### src/rtl/orient_pkg.sv
// orient_pkg: shared constants, colour codes, receiver states and the field-legality check for orientation_rx.
package orient_pkg;
  localparam int NBITS = 32;
  localparam int FIELD_W = 3;
  localparam int NFIELDS = 9;
  localparam int SYNC_STAGES = 2;
  localparam logic [FIELD_W-1:0] MAX_CODE = 3'd5;
  typedef enum logic [FIELD_W-1:0] {RED, ORANGE, YELLOW, GREEN, BLUE, PURPLE} colour_t;
  typedef enum logic [1:0] {IDLE, SHIFT, CHECK, PEND} rx_state_t;
  function automatic logic code_ok(input logic [NBITS-1:0] w);
    code_ok = w[NBITS-1:NFIELDS*FIELD_W] == '0;
    for (int k = 0; k < NFIELDS; k++)
      if (w[k*FIELD_W +: FIELD_W] > MAX_CODE) code_ok = 1'b0;
  endfunction
endpackage

### src/rtl/orientation_rx_if.sv
// orientation_rx_if: SPI pins, renderer handshake and status pulses of the orientation receiver.
interface orientation_rx_if;
  import orient_pkg::*;
  logic sck, sdi, load, frame_busy, sdo;
  logic [NBITS-1:0] orientation;
  logic frame_start, err_len, err_code, overrun;
  modport master(output sck, sdi, load, frame_busy,
                 input sdo, orientation, frame_start, err_len, err_code, overrun);
  modport slave(input sck, sdi, load, frame_busy,
                output sdo, orientation, frame_start, err_len, err_code, overrun);
endinterface

### src/rtl/orientation_rx_sync_edge.sv
// sync_edge: SYNC_STAGES-deep synchronizer with registered rise/fall strobes aligned to the level output.
module sync_edge #(
  parameter int SYNC_STAGES = 2
) (
  input  logic clk,
  input  logic reset,
  input  logic din,
  output logic level,
  output logic rise,
  output logic fall
);
  logic [SYNC_STAGES-1:0] s_q, s_d;
  logic rise_q, rise_d, fall_q, fall_d;
  always_comb begin
    s_d = (s_q << 1) | SYNC_STAGES'(din);
    rise_d = s_d[SYNC_STAGES-1] & ~s_q[SYNC_STAGES-1];
    fall_d = ~s_d[SYNC_STAGES-1] & s_q[SYNC_STAGES-1];
  end
  always_ff @(posedge clk) begin
    if (reset) begin
      s_q <= '0;
      rise_q <= 1'b0;
      fall_q <= 1'b0;
    end else begin
      s_q <= s_d;
      rise_q <= rise_d;
      fall_q <= fall_d;
    end
  end
  assign level = s_q[SYNC_STAGES-1];
  assign rise = rise_q;
  assign fall = fall_q;
endmodule

### src/rtl/orientation_rx.sv
// orientation_rx: oversampled SPI receiver that validates and commits the cube orientation word.
// Define ORIENT_CODE_CHECK_EN to reject words with colour codes > 5 or nonzero bits [31:27].
module orientation_rx
  import orient_pkg::*;
(
  input logic clk,
  input logic reset,
  orientation_rx_if.slave bus
);
  localparam logic [5:0] CNT_MAX = 6'(NBITS + 1);
  rx_state_t state_q, state_d;
  logic [NBITS-1:0] shreg_q, shreg_d, tx_q, tx_d, orient_q, orient_d;
  logic [5:0] cnt_q, cnt_d;
  logic frame_start_q, frame_start_d, err_len_q, err_len_d;
  logic err_code_q, err_code_d, overrun_q, overrun_d;
  logic sck_rise, sck_fall, sdi_s, load_s, load_fall, bad_code;
  logic sck_lvl_unused, sdi_rise_unused, sdi_fall_unused, load_rise_unused;
  sync_edge #(.SYNC_STAGES(SYNC_STAGES)) u_sck (
    .clk(clk), .reset(reset), .din(bus.sck),
    .level(sck_lvl_unused), .rise(sck_rise), .fall(sck_fall)
  );
  sync_edge #(.SYNC_STAGES(SYNC_STAGES)) u_sdi (
    .clk(clk), .reset(reset), .din(bus.sdi),
    .level(sdi_s), .rise(sdi_rise_unused), .fall(sdi_fall_unused)
  );
  sync_edge #(.SYNC_STAGES(SYNC_STAGES)) u_load (
    .clk(clk), .reset(reset), .din(bus.load),
    .level(load_s), .rise(load_rise_unused), .fall(load_fall)
  );
`ifdef ORIENT_CODE_CHECK_EN
  always_comb bad_code = !code_ok(shreg_q);
`else
  always_comb bad_code = 1'b0;
`endif
  always_comb begin
    state_d = state_q;
    shreg_d = shreg_q;
    cnt_d = cnt_q;
    tx_d = tx_q;
    orient_d = orient_q;
    frame_start_d = 1'b0;
    err_len_d = 1'b0;
    err_code_d = 1'b0;
    overrun_d = 1'b0;
    case (state_q)
      IDLE: begin
        shreg_d = '0;
        cnt_d = '0;
        tx_d = orient_q;
        if (load_s) state_d = SHIFT;
      end
      SHIFT: begin
        if (sck_rise) begin
          shreg_d = {shreg_q[NBITS-2:0], sdi_s};
          cnt_d = (cnt_q == CNT_MAX) ? cnt_q : cnt_q + 6'd1;
        end
        if (sck_fall) tx_d = tx_q << 1;
        if (load_fall) state_d = CHECK;
      end
      CHECK: begin
        if (cnt_q != 6'(NBITS)) begin
          err_len_d = 1'b1;
          state_d = IDLE;
        end else if (bad_code) begin
          err_code_d = 1'b1;
          state_d = IDLE;
        end else if (!bus.frame_busy) begin
          orient_d = shreg_q;
          frame_start_d = 1'b1;
          state_d = IDLE;
        end else state_d = PEND;
      end
      PEND: begin
        // a new transfer supersedes the held word even if the renderer frees up in the same cycle
        if (load_s) begin
          overrun_d = 1'b1;
          shreg_d = '0;
          cnt_d = '0;
          tx_d = orient_q;
          state_d = SHIFT;
        end else if (!bus.frame_busy) begin
          orient_d = shreg_q;
          frame_start_d = 1'b1;
          state_d = IDLE;
        end
      end
      default: state_d = IDLE;
    endcase
  end
  always_ff @(posedge clk) begin
    if (reset) begin
      state_q <= IDLE;
      shreg_q <= '0;
      cnt_q <= '0;
      tx_q <= '0;
      orient_q <= '0;
      frame_start_q <= 1'b0;
      err_len_q <= 1'b0;
      err_code_q <= 1'b0;
      overrun_q <= 1'b0;
    end else begin
      state_q <= state_d;
      shreg_q <= shreg_d;
      cnt_q <= cnt_d;
      tx_q <= tx_d;
      orient_q <= orient_d;
      frame_start_q <= frame_start_d;
      err_len_q <= err_len_d;
      err_code_q <= err_code_d;
      overrun_q <= overrun_d;
    end
  end
  assign bus.sdo = (state_q == SHIFT) & tx_q[NBITS-1];
  assign bus.orientation = orient_q;
  assign bus.frame_start = frame_start_q;
  assign bus.err_len = err_len_q;
  assign bus.err_code = err_code_q;
  assign bus.overrun = overrun_q;
endmodule

### src/flat_wrapper.sv
// flat-port wrapper written by rule: the top's interface ports become plain ports
module orientation_rx_flat import orient_pkg::*;
  (clk, reset, bus_sck, bus_sdi, bus_load, bus_frame_busy, bus_sdo, bus_orientation, bus_frame_start, bus_err_len, bus_err_code, bus_overrun);
  orientation_rx_if bus_i ();
  input logic clk;
  input logic reset;
  input wire logic [$bits(bus_i.sck)-1:0] bus_sck;
  input wire logic [$bits(bus_i.sdi)-1:0] bus_sdi;
  input wire logic [$bits(bus_i.load)-1:0] bus_load;
  input wire logic [$bits(bus_i.frame_busy)-1:0] bus_frame_busy;
  output wire logic [$bits(bus_i.sdo)-1:0] bus_sdo;
  output wire logic [$bits(bus_i.orientation)-1:0] bus_orientation;
  output wire logic [$bits(bus_i.frame_start)-1:0] bus_frame_start;
  output wire logic [$bits(bus_i.err_len)-1:0] bus_err_len;
  output wire logic [$bits(bus_i.err_code)-1:0] bus_err_code;
  output wire logic [$bits(bus_i.overrun)-1:0] bus_overrun;
  assign bus_i.sck = bus_sck;
  assign bus_i.sdi = bus_sdi;
  assign bus_i.load = bus_load;
  assign bus_i.frame_busy = bus_frame_busy;
  assign bus_sdo = bus_i.sdo;
  assign bus_orientation = bus_i.orientation;
  assign bus_frame_start = bus_i.frame_start;
  assign bus_err_len = bus_i.err_len;
  assign bus_err_code = bus_i.err_code;
  assign bus_overrun = bus_i.overrun;
  orientation_rx u_core (.clk(clk), .reset(reset), .bus(bus_i));
endmodule
### config.mk
export PLATFORM = sky130hd
export DESIGN_NAME = orientation_rx_flat
export DESIGN_NICKNAME = d
export VERILOG_FILES = /design/src/rtl/orient_pkg.sv /design/src/rtl/orientation_rx_if.sv /design/src/rtl/orientation_rx_sync_edge.sv /design/src/rtl/orientation_rx.sv /design/src/flat_wrapper.sv
export SDC_FILE = /design/constraint.sdc
export NUM_CORES = 1
export LEC_CHECK = 0
export ABC_AREA = 1
export BUFFER_PORTS_ARGS = -buffer_cell sky130_fd_sc_hd__buf_2
export CAP_MARGIN = 20
export CORE_MARGIN = 2
export CORE_UTILIZATION = 54
export CTS_BUF_LIST = sky130_fd_sc_hd__clkbuf_4
export CTS_CLUSTER_DIAMETER = 50
export DETAILED_ROUTE_END_ITERATION = 10
export PLACE_DENSITY = 0.76
export SYNTH_ARGS = -nofsm -noshare
export SYNTH_HDL_FRONTEND = slang
export SYNTH_SLANG_ARGS = --single-unit
### constraint.sdc
create_clock -name clk -period 1.5 [get_ports clk]
set_clock_uncertainty 0.05 [all_clocks]
set_input_delay 0.15 -clock clk [delete_from_list [all_inputs] [get_ports clk]]
set_output_delay 0.15 -clock clk [all_outputs]
set_load 0.05 [all_outputs]
==> impl_metrics.env <==
export IMPL_outcome="finished, violations left"
export IMPL_violations="negative setup slack"
export IMPL_wl_mm=16.5
export IMPL_clockPowerShare=0.172
export IMPL_maxSlewHeadroom=0.641
export IMPL_cp_required_ns=1.93
export IMPL_dpl_hpwl_mm=7.02
export IMPL_fin_util=0.752
export IMPL_cts_root_buffer="clkbuf_4"
export IMPL_period_needed_ns=1.83
export IMPL_grt_pass1_wl_mm=23.4
export IMPL_ys_types=22
export IMPL_synth_yosys_warnings=0
export IMPL_grt_setup_unrepaired="yes"
export IMPL_track_usage=0.297
export IMPL_crit_type="reg2reg"
export IMPL_grt_max_degree=53
export IMPL_start_util=0.551
export IMPL_ant_nets=0
export IMPL_gp_congestion=0.817
export IMPL_cts_path_max_buffers=2
export IMPL_drive_above_1_share=0.274
export IMPL_setup_viol=103
export IMPL_cts_htree_levels=4
export IMPL_numCtsBuffers=17
export IMPL_dr_total_vias=5378
export IMPL_max_cap_violations=0
export IMPL_internal_power_mw=8.10
export IMPL_final_nets=805
export IMPL_syn_to_final_growth_pct=36.6
export IMPL_die_height_um=100
export IMPL_wl_met1_mm=6.04
export IMPL_drt_wirelength_per_cell_um=18.1
export IMPL_powerDensity_mw_per_mm2=2060
export IMPL_clk_latency_ns=0.54
export IMPL_dp_cells=843
export IMPL_io_buffers=41
export IMPL_syn_num_nets=726
export IMPL_period_share=1.22
export IMPL_firstDrtPassIters=7
export IMPL_cts_clk_slew_worst_paths_ns=0.12
export IMPL_syn_inst=712
export IMPL_ir_drop_v=0.00113
export IMPL_io_pins=43
export IMPL_tns_ns=-21.57
export IMPL_dr_wl_met3_mm=1.47
export IMPL_layout_cells_non_filler=915
export IMPL_gr_total_overflow=0
export IMPL_max_freq_ghz=0.546
export IMPL_n_antenna_cell=0
export IMPL_wl_met2_mm=8.11
export IMPL_crit_arrival_ns=2.26
export IMPL_fp_dieArea_mm2=0.0101
export IMPL_worst_pin_slew_ns=0.539
export IMPL_antenna_found_initial=0
export IMPL_route_detailed_drc=0
export IMPL_slew_violations=0
export IMPL_hold_class="in2reg"
export IMPL_fp_dieW_um=100
export IMPL_fin_ws_ns=-0.331
export IMPL_grt_pass1_vias=4865
export IMPL_ys_ff_latch=116
export IMPL_highest_layer="met4"
export IMPL_fillers=562
export IMPL_cp_start_kind="flip-flop"
export IMPL_core_area_mm2=0.00911
export IMPL_cp_end_kind="flip-flop"
export IMPL_p_seq_frac=0.289
export IMPL_ys_seq_area_frac=0.463
export IMPL_hold_viol_final=0
export IMPL_cts_tree="built"
export IMPL_vias_per_cell=5.88
export IMPL_rows=35
export IMPL_path_max_fanout=7
export IMPL_switchingPower_mw=5.99
export IMPL_post_synth_instance_area_mm2=0.00502
export IMPL_holdWs_ns=0.111
export IMPL_p_sw_frac=0.425
export IMPL_ff2ff_setup_slack_ns=-0.33
export IMPL_p_leak_nw=2.94
export IMPL_drt_initial_drc_count=540
export IMPL_postSynthAreaPerCell_um2=7.05
export IMPL_clock_sinks=116
export IMPL_power_share_combinational=0.539
[cells in the final DEF, fill, tap and decap left out, types with 2 or more instances in the layout]
cell type,synthesis,layout
clkinvlp_4,0,4
a21oi_1,70,42
nor3_1,2,2
dfxtp_1,116,112
nand3_1,45,39
inv_2,3,4
inv_1,30,26
nand2_1,196,179
a21oi_2,0,22
o21ai_1,8,21
ha_4,0,2
clkinv_4,0,3
nor2_4,2,5
clkinv_2,0,4
nand3_2,0,6
nand2_4,0,3
bufinv_16,0,3
buf_12,0,9
nor2_2,1,7
dfxtp_2,0,3
nand3b_1,33,33
nand4_1,2,2
buf_8,0,8
buf_16,0,12
dlygate4sd3_1,0,4
nand2_2,1,15
buf_4,5,23
o21ai_0,23,4
nor2_1,122,113
ha_1,8,5
clkbuf_16,0,3
a21oi_4,0,6
o21ai_2,0,6
clkbuf_4,0,19
buf_6,1,9
buf_2,23,37
[per-stage QoR]
step | setup slack [ns] | power [mW] | instance area, um2
floorplan | -0.000485 | 7.30 | 5070
global placement | -0.152 | 8.22 | 5440
detailed placement | -0.217 | 8.32 | 5440
CTS | -0.315 | 12.8 | 6490
global route | -0.394 | 14.7 | 6850
finish | -0.331 | 14.1 | 6850
[layout make-up]
type | instances | area [um2] | area share
well taps | 111 | 139 | 0.0203
multi-input cells | 514 | 2660 | 0.388
clock inverters | 14 | 163 | 0.0237
repair inverters | 2 | 27.5 | 0.00402
repair buffers | 107 | 1240 | 0.182
inverters | 33 | 156 | 0.0228
flip-flops and latches | 116 | 2330 | 0.340
clock buffers | 18 | 135 | 0.0197
[layer usage]
metal  track usage  vias to the layer above
met5             0                        -
met1         0.358                     2494
met2         0.509                      361
li1              -                     2437
met3        0.0682                       86
met4         0.126                        0
[power groups by stage]
stage                     registers, mW  logic, mW  clock network (mW)
after floorplan                    4.42       2.87                   0
after global placement             4.03       4.19                   0
after detailed placement           4.05       4.27                   0
after CTS                          4.00       6.40                2.40
after global routing               4.15       7.96                2.56
final                              4.08       7.59                2.42
[final timing paths]
kind / from / end / depth (start not counted)
setup / recovery: u_core.state_q[0] / u_core.tx_q[2] / 10
setup reg to reg: u_core.state_q[0] / u_core.tx_q[2] / 10
hold / removal: reset / u_core.tx_q[17] / 5
hold reg to reg: u_core.u_sdi.s_q[0] / u_core.u_sdi.s_q[1] / 2
[worst max-delay path: stages, from the launching register on]
cell,delay (ns)
dfxtp_4,0.40
inv_2,0.05
ha_1,0.28
nand2_2,0.08
nand2_4,0.07
nor2_4,0.15
buf_6,0.15
buf_12,0.11
bufbuf_16,0.25
o21ai_1,0.06
nor2_1,0.11
[cell families after synthesis]
kind of cell | after synthesis | share of synthesized area
fa+ha+maj | 8 | 0.0199
buf+inv | 82 | 0.0723
simple gates | 404 | 0.344
flops | 116 | 0.463
other cells | 1 | 0.000747
compound gates | 101 | 0.101
[repair_timing]
action	CTS	global route
cloned	13	5
pin swaps	18	34
buffers inserted	17	4
endpoints found under the hold margin	5	0
resized for setup	69	92
endpoints found under the setup margin	104	105
hold buffers	4	0
[synthesized netlist by cell type]
| library cell | n | area share |
|---|---|---|
| conb_1 | 1 | 0.00075 |
| ha_1 | 8 | 0.020 |
| inv_1 | 30 | 0.022 |
| nand3_1 | 45 | 0.045 |
| nand3b_1 | 33 | 0.049 |
| nor3_1 | 2 | 0.0020 |
| buf_2 | 23 | 0.023 |
| nor2_4 | 2 | 0.0045 |
| buf_1 | 2 | 0.0015 |
| nand2_1 | 196 | 0.15 |
| nand2_2 | 1 | 0.0012 |
| a21oi_1 | 70 | 0.070 |
| dfxtp_1 | 116 | 0.46 |
| nand4_1 | 2 | 0.0025 |
| buf_6 | 1 | 0.0022 |
| buf_4 | 5 | 0.0075 |
| nor2_2 | 1 | 0.0012 |
| nor2_1 | 122 | 0.091 |
| o21ai_1 | 8 | 0.0080 |
| clkbuf_1 | 18 | 0.013 |
| inv_2 | 3 | 0.0022 |
| o21ai_0 | 23 | 0.023 |
[flip-flops by register name, indices dropped and copies added (netlist names)]
name / flops
u_core.bus.orientation: 32
u_core.shreg_q: 32
u_core.tx_q: 32
u_core.cnt_q: 6
u_core.state_q: 2
u_core.u_load.s_q: 2
u_core.u_sck.s_q: 2
u_core.u_sdi.s_q: 2
u_core.bus.err_len: 1
u_core.bus.frame_start: 1
u_core.bus.overrun: 1
u_core.u_load.fall: 1
u_core.u_sck.fall: 1
u_core.u_sck.rise: 1
(Power assumes the default switching activity.)
